<file path="config.mk">
export PLATFORM = sky130hd
export DESIGN_NAME = id_ex_stage
export DESIGN_NICKNAME = d
export VERILOG_FILES = /design/src/rtl/id_ex_stage.sv
export SDC_FILE = /design/constraint.sdc
export NUM_CORES = 1
export LEC_CHECK = 0
export CORE_MARGIN = 5
export CORE_UTILIZATION = 30
export CTS_CLUSTER_DIAMETER = 150
export DETAILED_ROUTE_END_ITERATION = 6
export PLACE_DENSITY = 0.73
export SLEW_MARGIN = 20
export SYNTH_ARGS = -nofsm -noshare
export SYNTH_HDL_FRONTEND = slang
export SYNTH_SLANG_ARGS = --single-unit
</file>
<file path="constraint.sdc">
create_clock -name clk_i -period 4.5 [get_ports clk_i]
set_input_delay 1.35 -clock clk_i [delete_from_list [all_inputs] [get_ports clk_i]]
set_output_delay 1.35 -clock clk_i [all_outputs]
set_load 0.01 [all_outputs]
</file>
<file path="src/rtl/id_ex_stage.sv">
// ID/EX pipeline register with load-use hazard detection, bubble insertion on
// hazard or branch flush, and a saturating stall-cycle counter.
module id_ex_stage #(
   parameter int unsigned DATA_W     = 32,
   parameter int unsigned REG_ADDR_W = 5,
   parameter int unsigned CNT_W      = 16
) (
   input  logic                  clk_i,
   input  logic                  rst_i,
   input  logic                  flush_i,
   input  logic [12:0]           id_ctrl_i,
   input  logic [5:0]            id_funct_i,
   input  logic [DATA_W-1:0]     id_rs_data_i,
   input  logic [DATA_W-1:0]     id_rt_data_i,
   input  logic [DATA_W-1:0]     id_imm_i,
   input  logic [DATA_W-1:0]     id_pc4_i,
   input  logic [REG_ADDR_W-1:0] id_rs_i,
   input  logic [REG_ADDR_W-1:0] id_rt_i,
   input  logic [REG_ADDR_W-1:0] id_rd_i,
   output logic [12:0]           ex_ctrl_o,
   output logic [5:0]            ex_funct_o,
   output logic [DATA_W-1:0]     ex_rs_data_o,
   output logic [DATA_W-1:0]     ex_rt_data_o,
   output logic [DATA_W-1:0]     ex_imm_o,
   output logic [DATA_W-1:0]     ex_pc4_o,
   output logic [REG_ADDR_W-1:0] ex_rs_o,
   output logic [REG_ADDR_W-1:0] ex_rt_o,
   output logic [REG_ADDR_W-1:0] ex_rd_o,
   output logic                  ex_valid_o,
   output logic                  stall_o,
   output logic [CNT_W-1:0]      stall_cnt_o
);

   localparam int unsigned ALU_SRC2 = 12;
   localparam int unsigned DM_READ  = 8;
   localparam int unsigned DM_WRITE = 7;

   logic rt_is_src;
   logic rs_match;
   logic rt_match;
   logic hazard;
   logic bubble;

   // rt is only a source for R-type/BEQ (register second operand) and SW (store data).
   always_comb begin
      rt_is_src = ~id_ctrl_i[ALU_SRC2] | id_ctrl_i[DM_WRITE];
      rs_match  = (ex_rt_o == id_rs_i);
      rt_match  = (ex_rt_o == id_rt_i) & rt_is_src;
      hazard    = ex_valid_o & ex_ctrl_o[DM_READ] & (ex_rt_o != '0) & (rs_match | rt_match);
      bubble    = flush_i | hazard;
   end

   assign stall_o = hazard & ~flush_i;

   always_ff @(posedge clk_i) begin
      if (!rst_i) begin
         ex_ctrl_o    <= '0;
         ex_funct_o   <= '0;
         ex_rs_data_o <= '0;
         ex_rt_data_o <= '0;
         ex_imm_o     <= '0;
         ex_pc4_o     <= '0;
         ex_rs_o      <= '0;
         ex_rt_o      <= '0;
         ex_rd_o      <= '0;
         ex_valid_o   <= 1'b0;
         stall_cnt_o  <= '0;
      end else begin
         if (bubble) begin
            ex_ctrl_o    <= '0;
            ex_funct_o   <= '0;
            ex_rs_data_o <= '0;
            ex_rt_data_o <= '0;
            ex_imm_o     <= '0;
            ex_pc4_o     <= '0;
            ex_rs_o      <= '0;
            ex_rt_o      <= '0;
            ex_rd_o      <= '0;
            ex_valid_o   <= 1'b0;
         end else begin
            ex_ctrl_o    <= id_ctrl_i;
            ex_funct_o   <= id_funct_i;
            ex_rs_data_o <= id_rs_data_i;
            ex_rt_data_o <= id_rt_data_i;
            ex_imm_o     <= id_imm_i;
            ex_pc4_o     <= id_pc4_i;
            ex_rs_o      <= id_rs_i;
            ex_rt_o      <= id_rt_i;
            ex_rd_o      <= id_rd_i;
            ex_valid_o   <= 1'b1;
         end
         if (stall_o && (stall_cnt_o != '1)) begin
            stall_cnt_o <= stall_cnt_o + CNT_W'(1);
         end
      end
   end

endmodule

</file>
==> impl_metrics.sql, run 1 <==
INSERT INTO impl_metrics (metric_group, metric, value, unit) VALUES
('setup_path', 'data_required_time_of_the_critical_path', '3.15', 'ns'),
('timing', 'final_period_util', '95.1', '%'),
('timing', 'setup_tns', '0', 'ns'),
('worst_hold_path', 'worstHoldPathType', 'reg -> reg', ''),
('grt', 'via_count_of_the_first_global_routing_pass', '4342', ''),
('placement', 'gp_congestion', '0.804', ''),
('synth', 'cell_area_after_synthesis', '5490', 'sq um'),
('cells_and_area', 'post-route-util', '54.3', '%'),
('clock_tree', 'hold_buffers_post_cts', '0', ''),
('worst_hold_path', 'worstHoldStart', 'stall_cnt_o[15]$_SDFFE_PN0P_', ''),
('setup_path', 'startpoint_of_the_worst_slack_reg_to_reg_timing_path', 'ex_rt_o[0]$_SDFF_PP0_', ''),
('route', 'total_via_count_after_detailed_routing', '4362', ''),
('floorplanning', 'dieArea', '21100', 'sq um'),
('placement', 'detailed_place_hpwl', '13.2', 'mm'),
('synth', 'synth_seq_area_share', '65.3', '%'),
('cells_and_area', 'drive_gt1_share', '5.01', '%'),
('setup_path', 'timing.critical_path.arrival', '2.93', 'ns'),
('run_status', 'run_status', 'completed', ''),
('synth', 'syn-instance-count', '479', ''),
('synth', 'synthesis.nets', '645', ''),
('placement', 'postPlaceCellArea', '9130', 'sq um'),
('synth', 'list_of_most_frequent_post_synthesis_cells', '179 x dfxtp_1, 162 x and2_1, 23 x nand2_1, 14 x mux2i_1', ''),
('placement', 'dp_cells', '1035', ''),
('worst_hold_path', 'whs_path_depth', '2', ''),
('floorplanning', 'die_h', '145', 'um'),
('timing', 'final.setup_skew', '0.0131', 'ns'),
('synth', 'synthMostInstantiatedCell', 'dfxtp_1', ''),
('synth', 'seq_cells_post_synth', '179', ''),
('setup_path', 'path_class', 'in -> out', ''),
('timing', 'max_clock_freq', '234', 'MHz'),
('route', 'dr_wl_cell', '15.6', 'um'),
('timing', 'rsz0062_at_grt', 'false', ''),
('timing', 'relSlewSlack', '54.7', '%'),
('clock_tree', 'cts_buffers', '17', ''),
('timing', 'setup_viol_count_final', '0', ''),
('synth', 'synth_edf_count', '0', ''),
('cells_and_area', 'finish.cell_count_without_fillers', '1070', ''),
('setup_path', 'cp-end-kind', 'output pin', ''),
('clock_tree', 'cts_max_path_buffers', '2', ''),
('setup_path', 'reg2reg_depth', '8', ''),
('placement', 'placement.io_buffers', '344', ''),
('synth', 'synth_top_area_cell', 'dfxtp_1', ''),
('floorplanning', 'core-area', '18000', 'sq um'),
('floorplanning', 'starting_density_of_the_core', '30.6', '%'),
('clock_tree', 'cts.sinks', '179', ''),
('route', 'remaining_design_rule_violation_count', '0', ''),
('grt', 'globalRoute.totalOverflow', '0', ''),
('power_and_ir_drop', 'power.density_cell_area', '365', 'nW/um^2'),
('power_and_ir_drop', 'irDropWorstVdd', '0.295', 'mV'),
('route', 'vias_per_cell', '4.08', ''),
('clock_tree', 'cts.htree.levels', '4', ''),
('worst_hold_path', 'worst_hold_path.endpoint', 'stall_cnt_o[15]$_SDFFE_PN0P_', ''),
('route', 'detailedRoute.firstPassIterationCount', '4', ''),
('synth', 'ys.warnings.count', '0', ''),
('synth', 'postSynthAreaPerCell', '11.5', 'sq um'),
('clock_tree', 'cts_root_buf', 'clkbuf_16', ''),
('synth', 'share_of_async_settable_or_async_resettable_flops_after_synthesis', '0', '%'),
('setup_path', 'setup.worst_path.start_class', 'primary input', ''),
('timing', 'worst_hold_slack', '0.492', 'ns'),
('clock_tree', 'clock_latency', '0.42', 'ns'),
('grt', 'initial_antenna_violation_count', '3', ''),
('floorplanning', 'top_level_ports', '345', ''),
('route', 'drtIter0Drc', '110', ''),
('floorplanning', 'die_width', '145', 'um'),
('timing', 'layout_min_cycle_time', '4.28', 'ns'),
('timing', 'worst_slew_pin_slew', '0.676', 'ns'),
('grt', 'grt_first_pass_wirelength', '25.1', 'mm'),
('timing', 'timing_max_transition_violations_final', '0', ''),
('synth', 'ys_types', '28', ''),
('cells_and_area', 'postLayoutCellArea', '9750', 'sq um'),
('clock_tree', 'clk_pin_slew_worst_paths', '0.06', 'ns');
layer usage:
metal | up-vias | global-route usage [%] | wire, um
met4 | 0 | 5.50 | 330
met5 | - | 0 | 0
met3 | 22 | 7.61 | 1860
met2 | 209 | 27.3 | 8560
li1 | 2214 | - | -
met1 | 1917 | 15.3 | 5930
state kept, by name (all words and copies together) (netlist names):
signal / count
ex_imm_o: 32
ex_pc4_o: 32
ex_rs_data_o: 32
ex_rt_data_o: 32
stall_cnt_o: 16
ex_ctrl_o: 13
ex_funct_o: 6
ex_rd_o: 5
ex_rs_o: 5
ex_rt_o: 5
ex_valid_o: 1
worst max path at each step:
stage / startpoint / endpoint / slack (ns) / cells after the start
floorplan: id_rt_i[3] / stall_o / 0.74 / 5
global placement: id_rt_i[3] / stall_o / -0.08 / 6
detailed placement: id_rt_i[3] / stall_o / -0.09 / 6
CTS: id_rt_i[3] / stall_o / 0.20 / 6
global route: id_rt_i[3] / stall_o / 0.12 / 6
finish: id_rt_i[3] / stall_o / 0.22 / 6
critical path, stage by stage:
cell and delay [ns]:
clkdlybuf4s50_1 0.49, xor2_1 0.19, nor4_2 0.30, a22oi_2 0.15, nor3_1 0.13, dlygate4sd2_1 0.32
cell usage in the layout (no fill, tap or decap), types with 3 or more instances in the layout:
cell	count
nor4_1	11
nor2_1	4
nand3_1	6
diode_2	3
clkinv_4	3
inv_8	5
nand4_1	6
and2_1	162
nand2b_1	12
clkbuf_16	17
a21oi_1	3
dfxtp_1	179
nand2_1	23
xor2_1	10
nor3_1	6
clkdlybuf4s50_1	343
inv_1	5
mux2i_1	14
buf_4	5
area by class of cell:
class / instances / area, sq um
sequential: 179 / 3580
fill: 1626 / 8210
multi-input combinational: 272 / 1740
inverter: 5 / 18.8
clock buffer: 17 / 425
timing repair buffer: 350 / 3500
clock inverter: 15 / 189
tap: 229 / 287
antenna: 3 / 7.51
cells by family (layout without fill, tap and decap cells):
logic type      after synthesis  count (layout)  synth area share, %
other cells                   0               3                    0
xor+xnor                     10              10                 1.60
flops                       179             179                 65.3
mux                          14              14                 2.55
simple gates                237             237                 25.8
buf+inv                      28             387                 3.12
compound gates               10              10                 1.46
fa+ha+maj                     1               1                0.228
stage by stage:
step / total power, mW / setup WS, ns
final: 3.56 / 0.219
after CTS: 3.61 / 0.205
after floorplan: 1.80 / 0.743
after global placement: 2.07 / -0.0841
after detailed placement: 2.07 / -0.0887
after global routing: 3.71 / 0.117
what timing repair did:
| action | 4_1_cts | 5_1_grt |
|---|---|---|
| gates resized for setup | 1 | 0 |
| setup endpoints to repair | 1 | 0 |
| hold endpoints to repair | 0 | 0 |
where the power goes:
part / switching (mW) / total, mW / internal (mW)
Combinational: 0.118 / 0.373 / 0.255
Sequential: 0.0168 / 1.66 / 1.64
Clock: 0.679 / 1.53 / 0.848
Total: 0.814 / 3.56 / 2.74
Note: power is estimated with default switching activity, not from simulation.
==> inputs of run 2 (changes only) <==
--- a/config.mk
+++ b/config.mk
@@ -9,7 +9,9 @@
 export CORE_UTILIZATION = 30
 export CTS_CLUSTER_DIAMETER = 150
 export DETAILED_ROUTE_END_ITERATION = 6
+export GPL_ROUTABILITY_DRIVEN = 0
 export PLACE_DENSITY = 0.73
+export REMOVE_ABC_BUFFERS = 1
 export SLEW_MARGIN = 20
 export SYNTH_ARGS = -nofsm -noshare
 export SYNTH_HDL_FRONTEND = slang
==> impl_metrics.sql, run 2 (synthesis gave the netlist of run 1 again) <==
INSERT INTO impl_metrics (metric_group, metric, value, unit) VALUES
('setup_path', 'worst_path_max_delay_cell', 'clkdlybuf4s50_1', ''),
('route', 'total_via_count_after_detailed_routing', '4348', ''),
('timing', 'worst_slew_pin_slew', '0.695', 'ns'),
('route', 'detailedRoute.firstPassIterationCount', '4', ''),
('cells_and_area', 'drive_gt1_share', '5.01', '%'),
('grt', 'globalRoute.totalOverflow', '0', ''),
('floorplanning', 'num_rows', '49', ''),
('setup_path', 'cp_cell_sequence', 'clkdlybuf4s50_1 > xor2_1 > nor4_2 > a22oi_2 > nor3_1 > dlymetal6s2s_1', ''),
('clock_tree', 'cts_root_buf', 'clkbuf_16', ''),
('timing', 'layout_min_cycle_time', '4.04', 'ns'),
('timing', 'final.setup_skew', '0.0110', 'ns'),
('route', 'detail_route.wirelength', '16.8', 'mm'),
('timing', 'max_clock_freq', '247', 'MHz'),
('run', 'drv.max_cap_violation_count', '0', ''),
('floorplanning', 'starting_density_of_the_core', '30.6', '%'),
('floorplanning', 'dieArea', '21100', 'sq um'),
('floorplanning', 'core-area', '18000', 'sq um'),
('route', 'remaining_design_rule_violation_count', '0', ''),
('worst_hold_path', 'worstHoldPathType', 'reg -> reg', ''),
('setup_path', 'crit_fanout', '2', ''),
('cells_and_area', 'most_common_library_cell_in_the_layout_ignoring_fill_and_taps', 'clkdlybuf4s50_1', ''),
('setup_path', 'path_class', 'in -> out', ''),
('cells_and_area', 'num_antenna_cells', '0', ''),
('placement', 'dp_cells', '1036', ''),
('timing', 'timing_max_transition_violations_final', '0', ''),
('timing', 'setup_viol_count_final', '0', ''),
('power_and_ir_drop', 'power.density_cell_area', '357', 'nW/um^2'),
('grt', 'groute.usage.overall', '15.5', '%'),
('grt', 'grt_first_pass_wirelength', '25.6', 'mm'),
('run_status', 'run_status', 'completed', ''),
('cells_and_area', 'layout-area-overhead-vs-synth', '76.9', '%'),
('route', 'ant_nets', '0', ''),
('clock_tree', 'cts_buffers', '17', ''),
('floorplanning', 'die_h', '145', 'um'),
('setup_path', 'setup.worst_path.start_class', 'primary input', ''),
('timing', 'report.final.hold_viol_count', '0', ''),
('grt', 'initial_antenna_violation_count', '1', ''),
('timing', 'relSlewSlack', '53.4', '%'),
('power_and_ir_drop', 'static_power_due_to_leakage', '3.74', 'nW'),
('placement', 'detailed_place_hpwl', '13.2', 'mm'),
('grt', 'via_count_of_the_first_global_routing_pass', '4438', ''),
('setup_path', 'cp-end-kind', 'output pin', ''),
('placement', 'placement.io_buffers', '344', ''),
('clock_tree', 'clk_pin_slew_worst_paths', '0.06', 'ns'),
('timing', 'rsz0062_at_grt', 'false', ''),
('floorplanning', 'die_width', '145', 'um'),
('floorplanning', 'top_level_ports', '345', ''),
('clock_tree', 'clock_latency', '0.42', 'ns'),
('route', 'vias_per_cell', '4.07', ''),
('timing', 'final_period_util', '89.9', '%'),
('timing', 'worst_hold_slack', '0.493', 'ns'),
('clock_tree', 'cts_max_path_buffers', '2', ''),
('cells_and_area', 'mostFrequentLayoutCells', '343 x clkdlybuf4s50_1, 179 x dfxtp_1, 162 x and2_1, 23 x nand2_1, 17 x clkbuf_16', ''),
('cells_and_area', 'post-route-util', '54.1', '%'),
('grt', 'grt_max_degree', '62', ''),
('power_and_ir_drop', 'power', '3.47', 'mW'),
('clock_tree', 'cts.htree.levels', '4', ''),
('power_and_ir_drop', 'irDropWorstVdd', '0.240', 'mV'),
('setup_path', 'critPathMaxStageDelay', '0.43', 'ns'),
('timing', 'setup_tns', '0', 'ns'),
('cells_and_area', 'finish.cell_count_without_fillers', '1068', ''),
('setup_path', 'timing.critical_path.arrival', '2.69', 'ns'),
('route', 'drtIter0Drc', '144', ''),
('clock_tree', 'cts.sinks', '179', ''),
('setup_path', 'data_required_time_of_the_critical_path', '3.15', 'ns'),
('route', 'dr_wl_cell', '15.8', 'um'),
('clock_tree', 'tritoncts', 'built', ''),
('cells_and_area', 'finalNetCount', '992', '');
## run 2: cell count changes in the layout (fill, tap and decap cells not counted), moves of 2 or more
cell       change
bufinv_16      -2
clkinv_4       -2
diode_2        -3
inv_6          +3
## run 2: power by group
group          switching (mW)  internal [mW]
combinational           0.121          0.256
clock                   0.678          0.752
sequential             0.0174           1.64
## run 2: final timing paths
check,end,from,slack [ns],cells past startpoint
max,stall_o,id_rt_i[3],0.46,6
min,stall_cnt_o[15]$_SDFFE_PN0P_,stall_cnt_o[15]$_SDFFE_PN0P_,0.49,2
max reg2reg,ex_imm_o[6]$_SDFF_PP0_,ex_rt_o[1]$_SDFF_PP0_,2.24,7
min reg2reg,stall_cnt_o[15]$_SDFFE_PN0P_,stall_cnt_o[15]$_SDFFE_PN0P_,0.49,2
## run 2: per-layer routing
layer,track usage (%),up-vias,wire length [um]
met1,16.4,1933,6340
met3,7.45,15,1670
li1,-,2216,-
met4,4.29,2,178
met5,0,-,7
met2,27.7,182,8640
## run 2: per-stage QoR
stage | cell area, sq um | setup WS (ns)
after global routing | 9710 | 0.352
final | 9710 | 0.456
after floorplan | 5340 | 0.448
after global placement | 9140 | 0.0744
after CTS | 9710 | 0.0567
after detailed placement | 9140 | 0.0640
## run 2: worst max-delay path: cells and delay by family
kind | cells | cell delay (ns)
xor gates and xnor gates | 1 | 0.16
buffers and inverters | 2 | 0.61
and+or+nand+nor | 2 | 0.43
AOI/OAI and AO/OA | 1 | 0.13
## run 2: repair_timing
item | in CTS | in global routing
endpoints found under the setup margin | 0 | 1
endpoints found under the hold margin | 0 | 0
hold buffers | 0 | 0
buffers inserted | 0 | 0
resized for setup | 0 | 1
## run 2: cell type report
| type | count | area, sq um |
|---|---|---|
| Clock inverter | 13 | 129 |
| Timing Repair Buffer | 351 | 3510 |
| Inverter | 5 | 18.8 |
| Fill cell | 1594 | 8250 |
| Tap cell | 229 | 287 |
| Sequential cell | 179 | 3580 |
| Multi-Input combinational cell | 272 | 1740 |
| Clock buffer | 19 | 443 |
==> inputs of run 3 (changes only) <==
--- a/config.mk
+++ b/config.mk
@@ -5,12 +5,12 @@
 export SDC_FILE = /design/constraint.sdc
 export NUM_CORES = 1
 export LEC_CHECK = 0
-export CORE_MARGIN = 5
-export CORE_UTILIZATION = 30
+export CORE_AREA = 5 5 132 134
 export CTS_CLUSTER_DIAMETER = 150
 export DETAILED_ROUTE_END_ITERATION = 6
+export DIE_AREA = 0 0 137 139
 export GPL_ROUTABILITY_DRIVEN = 0
-export PLACE_DENSITY = 0.73
+export PLACE_DENSITY = 0.81
 export REMOVE_ABC_BUFFERS = 1
 export SLEW_MARGIN = 20
 export SYNTH_ARGS = -nofsm -noshare
==> constraint.sdc (replaced) <==
create_clock -name clk_i -period 4.5 [get_ports clk_i]
set_input_delay 1.35 -clock clk_i [delete_from_list [all_inputs] [get_ports clk_i]]
set_output_delay 1.35 -clock clk_i [all_outputs]
set_load 0.1 [all_outputs]
==> impl_metrics.sql, run 3 (synthesis gave the netlist of run 1 again) <==
INSERT INTO impl_metrics (metric_group, metric, value, unit) VALUES
('power_and_ir_drop', 'static_power_due_to_leakage', '3.72', 'nW'),
('timing', 'timing_max_transition_violations_final', '0', ''),
('setup_path', 'reg2reg_depth', '7', ''),
('floorplanning', 'starting_density_of_the_core', '33.9', '%'),
('timing', 'setup_tns', '0', 'ns'),
('grt', 'via_count_of_the_first_global_routing_pass', '4527', ''),
('worst_hold_path', 'whs_path_depth', '2', ''),
('route', 'total_via_count_after_detailed_routing', '4401', ''),
('run', 'drv.max_cap_violation_count', '0', ''),
('setup_path', 'data_required_time_of_the_critical_path', '3.15', 'ns'),
('grt', 'grt_max_degree', '58', ''),
('setup_path', 'path_class', 'in -> out', ''),
('route', 'detail_route.wirelength', '16.9', 'mm'),
('setup_path', 'worstReg2RegEnd', 'ex_pc4_o[2]$_SDFF_PP0_', ''),
('timing', 'final_period_util', '94.0', '%'),
('route', 'ant_nets', '0', ''),
('worst_hold_path', 'worstHoldPathType', 'reg -> reg', ''),
('floorplanning', 'core-area', '16200', 'sq um'),
('floorplanning', 'die_width', '137', 'um'),
('grt', 'globalRoute.totalOverflow', '0', ''),
('timing', 'setup_viol_count_final', '0', ''),
('timing', 'worst_slew_pin_slew', '1.05', 'ns'),
('cells_and_area', 'layout-area-overhead-vs-synth', '77.0', '%'),
('clock_tree', 'post-cts-setup-buffer-count', '0', ''),
('clock_tree', 'cts_root_buf', 'clkbuf_16', ''),
('floorplanning', 'die_h', '139', 'um'),
('timing', 'final.setup_skew', '0.0108', 'ns'),
('route', 'vias_per_cell', '4.15', ''),
('floorplanning', 'num_rows', '47', ''),
('clock_tree', 'cts.htree.levels', '4', ''),
('cells_and_area', 'filler_cell_count', '1318', ''),
('setup_path', 'cp-end-kind', 'output pin', ''),
('setup_path', 'setup.worst_path.start_class', 'primary input', ''),
('timing', 'relSlewSlack', '30.0', '%'),
('clock_tree', 'clock_latency', '0.42', 'ns'),
('cells_and_area', 'most_common_library_cell_in_the_layout_ignoring_fill_and_taps', 'clkdlybuf4s50_1', ''),
('power_and_ir_drop', 'irDropWorstVdd', '0.255', 'mV'),
('placement', 'detailed_place_hpwl', '13.4', 'mm'),
('route', 'detailedRoute.firstPassIterationCount', '4', ''),
('timing', 'rsz0062_at_grt', 'false', ''),
('clock_tree', 'hold_buffers_post_cts', '0', ''),
('grt', 'grt_first_pass_wirelength', '25.5', 'mm'),
('clock_tree', 'cts_buffers', '17', ''),
('power_and_ir_drop', 'power.density_cell_area', '395', 'nW/um^2'),
('placement', 'placement.io_buffers', '344', ''),
('worst_hold_path', 'worst_hold_path.endpoint', 'stall_cnt_o[15]$_SDFFE_PN0P_', ''),
('clock_tree', 'clk_pin_slew_worst_paths', '0.07', 'ns'),
('placement', 'pre_cts_ws', '0.269', 'ns'),
('clock_tree', 'tritoncts', 'built', ''),
('timing', 'max_clock_freq', '236', 'MHz'),
('timing', 'report.final.hold_viol_count', '0', ''),
('clock_tree', 'cts-resized-gates', '0', ''),
('timing', 'layout_min_cycle_time', '4.23', 'ns'),
('timing', 'fin_ws', '0.272', 'ns'),
('route', 'dr_wl_cell', '15.9', 'um'),
('cells_and_area', 'mostFrequentLayoutCells', '343 x clkdlybuf4s50_1, 179 x dfxtp_1, 162 x and2_1, 23 x nand2_1, 17 x clkbuf_16', ''),
('setup_path', 'startpoint_of_the_worst_slack_reg_to_reg_timing_path', 'ex_rt_o[4]$_SDFF_PP0_', ''),
('grt', 'initial_antenna_violation_count', '2', ''),
('clock_tree', 'cts.sinks', '179', ''),
('setup_path', 'crit_fanout', '2', ''),
('floorplanning', 'top_level_ports', '345', ''),
('grt', 'met3_use_gr', '8.35', '%'),
('floorplanning', 'dieArea', '19000', 'sq um'),
('run_status', 'run_status', 'completed', ''),
('clock_tree', 'cts_max_path_buffers', '2', ''),
('route', 'drtIter0Drc', '150', ''),
('cells_and_area', 'post-route-util', '60.1', '%'),
('cells_and_area', 'drive_gt1_share', '5.13', '%'),
('grt', 'groute.usage.overall', '17.6', '%'),
('route', 'remaining_design_rule_violation_count', '0', ''),
('grt', 'gr-max-usage-layer', 'met2', ''),
('grt', 'grt_util_met1', '17.4', '%'),
('worst_hold_path', 'worstHoldStart', 'stall_cnt_o[15]$_SDFFE_PN0P_', ''),
('setup_path', 'timing.critical_path.arrival', '2.88', 'ns'),
('setup_path', 'reg2reg_slack', '2.22', 'ns'),
('grt', 'gr-usage-met2', '30.8', '%'),
('cells_and_area', 'finalNetCount', '991', '');
## run 3: cell count changes in the layout (fill, tap and decap cells not counted), moves of 2 or more
cell     delta
buf_12      +2
buf_4       -2
diode_2     +2
inv_8       -3
## run 3: area by class of cell
type / count / area [sq um] / area share (%)
inverters: 5 / 18.8 / 0.193
repair buffers: 350 / 3520 / 36.3
well taps: 220 / 275 / 2.83
clock inverters: 13 / 116 / 1.20
multi-input cells: 272 / 1740 / 17.9
clock buffers: 19 / 453 / 4.66
flip-flops and latches: 179 / 3580 / 36.9
diodes: 2 / 5.00 / 0.0515
## run 3: critical path: stages
cell and delay [ns]:
clkdlybuf4s50_1 0.44, xor2_1 0.17, nor4_2 0.30, a22oi_2 0.15
nor3_1 0.15, buf_4 0.15, buf_12 0.16
## run 3: how the worst max path moves through the flow
| stage | cells past startpoint | startpoint | endpoint | slack, ns |
|---|---|---|---|---|
| 6_report | 7 | id_rt_i[3] | stall_o | 0.27 |
| 5_1_grt | 7 | id_rt_i[3] | stall_o | 0.14 |
| 4_1_cts | 7 | id_rt_i[3] | stall_o | 0.26 |
| 3_5_place_dp | 7 | id_rt_i[3] | stall_o | 0.27 |
| 3_3_place_gp | 7 | id_rt_i[3] | stall_o | 0.28 |
| 2_1_floorplan | 4 | id_rt_i[3] | stall_o | -0.98 |
## run 3: power breakdown
part,leakage (nW),switching (mW),internal [mW],total [mW]
Clock,0.272,0.654,0.756,1.41
Sequential,1.47,0.0177,1.64,1.66
Combinational,1.98,0.519,0.254,0.773
## run 3: layer usage
metal / up-vias / routed length, um
li1: 2218 / -
met1: 1950 / 6070
met2: 196 / 8520
met3: 35 / 1800
met4: 2 / 493
met5: - / 11
## run 3: per-stage QoR
stage	instance area (sq um)	total power, mW	cells	hold WS [ns]
2_1_floorplan	5340	2.18	456	0.893
3_3_place_gp	9140	2.47	1026	0.475
3_5_place_dp	9140	2.47	1026	0.485
4_1_cts	9710	3.89	1058	0.496
5_1_grt	9720	3.99	1059	0.533
6_report	9720	3.84	1060	0.496
==> variant 1 (config.mk and constraints of run 1) <==
`REG_ADDR_W`: 5 -> 6.
--- a/src/rtl/id_ex_stage.sv
+++ b/src/rtl/id_ex_stage.sv
@@ -4,3 +4,3 @@
    parameter int unsigned DATA_W     = 32,
-   parameter int unsigned REG_ADDR_W = 5,
+   parameter int unsigned REG_ADDR_W = 6,
    parameter int unsigned CNT_W      = 16
Interface: changed (6 resized); port bits go from 345 to 351. The function was not compared with the original's and may differ.
==> variant 1 against run 1 <==
  * Power is 7.0% higher
  * Routed wire length is 4.0% higher
  * Cell area grew 2.1%
  * Synthesized area is 0.21% higher
  * Sequential cell count rose by 3
  * Setup slack worse by 0.041 ns
  * First-iteration DRC count unchanged
  * Highest routed layer unchanged
  * Largest cell class unchanged
==> variant 1: results (changes against run 1) <==
Outcome
  • Outcome: finished clean (unchanged)

Place
  • Placement Cell Area: 9240 um2 (was 9130 um2)
  • Detail Placement HPWL: 13.5 mm (was 13.2 mm)

Logic synthesis
  • Compound-Gate Fraction of Synth Area: 2.00% (was 1.46%)
  • Commonest cells in the netlist: dfxtp_1 (182), and2_1 (166), nand2_1 (20), clkbuf_1 (19), xor2_1 (12) (was dfxtp_1 (179), and2_1 (162), nand2_1 (23), mux2i_1 (14))
  • Largest cells by area after synthesis: dfxtp_1 (66%), and2_1 (19%), mux2i_1 (2.0%) (was dfxtp_1 (65%), and2_1 (18%), mux2i_1 (2.6%))
  • Synth Area in XOR/XNOR: 1.91% (was 1.60%)
  • Post-synthesis mux area share: 2.00% (was 2.55%)
  • Synthesized net count: 651 (was 645)
  • FF+latch count, synth: 182 (was 179)
  • Distinct cell type count after synthesis: 33 (was 28)
  • Post-Synth Adder-Cell Area: 0.227% (was 0.228%)

Pwr
  • Power Clock: 1.74 mW (was 1.53 mW)
  • Pleak: 3.84 nW (was 3.75 nW)
  • Worst vdd ir: 0.245 mV (was 0.295 mV)
  • Reg power frac: 44.3% (was 46.6%)
  • Int Pwr: 3.04 mW (was 2.74 mW)

Global routing
  • Vias in the first global route: 4556 (was 4342)
  • Met2 Use GR: 28.1% (was 27.3%)
  • Largest net degree at the start of global routing: 167 (was 66)
  • First-pass GRT wire length: 26.3 mm (was 25.1 mm)
  • Met3 global-route usage: 9.31% (was 7.61%)

Final layout
  • Buffers, non-clock: 354 (was 350)
  • Layout cell share with drive strength beyond 1: 4.74% (was 5.01%)
  • Fillers: 1582 (was 1626)
  • Multi-input gate share of total cell area: 17.8% (was 17.9%)
  • Clock buffer count: 18 (was 17)
  • NonClk Buf Share: 35.6% (was 35.9%)
  • N_diodes: 0 (was 3)
  • Nonclk inv count: 4 (was 5)

Route
  • Final WL: 17.3 mm (was 16.7 mm)
  • WL met2: 8.76 mm (was 8.56 mm)
  • Met3 WL post-DR: 2.13 mm (was 1.86 mm)
  • Routed vias: 4457 (was 4362)

Setup path
  • Setup crit start: id_rt_i[5] (was id_rt_i[3])
  • Worst path arrival time: 2.97 ns (was 2.93 ns)
  • Worst R2R Start: ex_rt_o[4] (was ex_rt_o[0])

Clock network
  • Post-CTS resize count: 2 (was 1)

Timing
  • Setup Skew: 0.0114 ns (was 0.0131 ns)
  • Slew @ Worst Pin: 0.639 ns (was 0.676 ns)
-- variant 1: changes by cell type in the layout (fill, tap and decap cells not counted), sizes merged, moves of 3 or more --
cell,delta
nor4,-3
inv,-4
nand2,-3
clkinv,-4
dfxtp,+3
diode,-3
and2,+5
clkdlybuf4s50,+6
bufinv,+5
mux2i,-3
or4,+3
nor3,-3
-- variant 1: critical path, cell delays in order --
cell,delay (ns)
clkdlybuf4s50_1,0.43
xor2_1,0.17
a2111oi_2,0.37
a22oi_2,0.17
nor3_2,0.19
dlygate4sd2_1,0.29
-- variant 1: stage by stage --
| stage | utilization [%] | setup TNS, ns | cells | setup WS (ns) |
|---|---|---|---|---|
| after floorplan | - | 0 | 482 | 0.640 |
| after global placement | 51.3 | -0.150 | 1042 | -0.150 |
| after detailed placement | 51.3 | -0.185 | 1042 | -0.185 |
| after CTS | 55.2 | 0 | 1073 | 0.129 |
| after global routing | 55.2 | 0 | 1073 | 0.0408 |
| final | 55.2 | 0 | 1073 | 0.178 |
==> variant 2 (flow settings as in run 1) <==
Without the edit above. Register the output `stall_cnt_o` once more; this adds one clock of latency there. The other outputs are not delayed to match.
--- a/src/rtl/id_ex_stage.sv
+++ b/src/rtl/id_ex_stage.sv
@@ -37,2 +37,4 @@
 
+   logic [CNT_W-1:0] stall_cnt_s0;
+
    logic rt_is_src;
@@ -66,3 +68,3 @@
          ex_valid_o   <= 1'b0;
-         stall_cnt_o  <= '0;
+         stall_cnt_s0 <= '0;
       end else begin
@@ -91,4 +93,4 @@
          end
-         if (stall_o && (stall_cnt_o != '1)) begin
-            stall_cnt_o <= stall_cnt_o + CNT_W'(1);
+         if (stall_o && (stall_cnt_s0 != '1)) begin
+            stall_cnt_s0 <= stall_cnt_s0 + CNT_W'(1);
          end
@@ -97,2 +99,6 @@
 
+   always_ff @(posedge clk_i) begin
+      stall_cnt_o <= stall_cnt_s0;
+   end
+
 endmodule
Function: changed (Yosys sat finds a counterexample within 4 cycles, from zero or initial values and one cycle with rst_i low).
==> variant 2 against run 1 <==
  * Power rose by 2.8%
  * Sequential cell count rose by 16
  * Worst hold slack worse by 0.10 ns
  * Routed wire length rose by 2.6%
  * Final cell count is 4.7% higher
  * Synthesized area grew 5.8%
  * Cell area rose by 3.5%
  * Setup slack improved by 0.044 ns
  * Largest cell class unchanged
  * Largest power group unchanged
==> variant 2: results (changes against run 1) <==
Global routing
  • Largest net degree at the start of global routing: 94 (was 66)
  • First-pass GRT wire length: 24.9 mm (was 25.1 mm)
  • Initial antenna violation count: 2 (was 3)
  • GRT Util Overall: 14.8% (was 15.3%)

Pwr
  • Pleak: 3.86 nW (was 3.75 nW)
  • Proportion of power drawn by combinational gates: 10.3% (was 10.5%)
  • Switching fraction of total power: 23.6% (was 22.9%)

Setup path
  • Worst reg2reg path depth: 7 (was 8)
  • Slowest stage delay, CP: 0.43 ns (was 0.49 ns)
  • Worst path arrival time: 2.89 ns (was 2.93 ns)
  • R2R Path End: ex_rt_data_o[1] (was ex_imm_o[23])

Logic synthesis
  • Synth Area in XOR/XNOR: 1.51% (was 1.60%)
  • Post-Synth Adder-Cell Area: 0.215% (was 0.228%)
  • Compound-Gate Fraction of Synth Area: 1.38% (was 1.46%)
  • Sequential share of the synthesized area: 67.2% (was 65.3%)
  • Mean Syn Cell Area: 11.7 um2 (was 11.5 um2)
  • Largest cells by area after synthesis: dfxtp_1 (67%), and2_1 (17%), mux2i_1 (2.4%) (was dfxtp_1 (65%), and2_1 (18%), mux2i_1 (2.6%))

Place
  • Gpl congestion: 0.799 (was 0.804)
  • Detail Placement HPWL: 13.5 mm (was 13.2 mm)

Clock network
  • Post-CTS resize count: 2 (was 1)

Timing
  • Setup Skew: 0.0149 ns (was 0.0131 ns)

Route
  • Via-per-instance ratio: 4.04 (was 4.08)
  • Met3 WL post-DR: 1.62 mm (was 1.86 mm)
  • Starting DRT DRC Count: 147 (was 110)

Min path
  • HP Start: stall_cnt_s0[5] (was stall_cnt_o[15])

Outcome
  • Outcome: finished clean (unchanged)
variant 2: cell types whose count changed after synthesis:
| cell | run 1 | this run |
|---|---|---|
| dfxtp_1 | 179 | 195 |
variant 2: layout make-up:
type / count / area, um2 / area share [%]
well taps: 265 / 332 / 3.29
repair buffers: 349 / 3500 / 34.7
flip-flops and latches: 195 / 3900 / 38.7
clock buffers: 19 / 443 / 4.39
multi-input cells: 272 / 1750 / 17.3
clock inverters: 13 / 139 / 1.38
diodes: 2 / 5.00 / 0.0496
inverters: 5 / 18.8 / 0.186
variant 2: per-stage QoR:
step,hold WS (ns),total power [mW],area (um2),worst slack [ns],utilization (%)
final,0.391,3.66,10100,0.263,52.4
after global routing,0.407,3.81,10100,0.152,52.4
after floorplan,0.355,1.95,5810,0.743,-
after detailed placement,0.382,2.22,9500,-0.0420,49.3
after CTS,0.392,3.71,10100,0.231,52.3
after global placement,0.374,2.22,9500,-0.0467,49.3
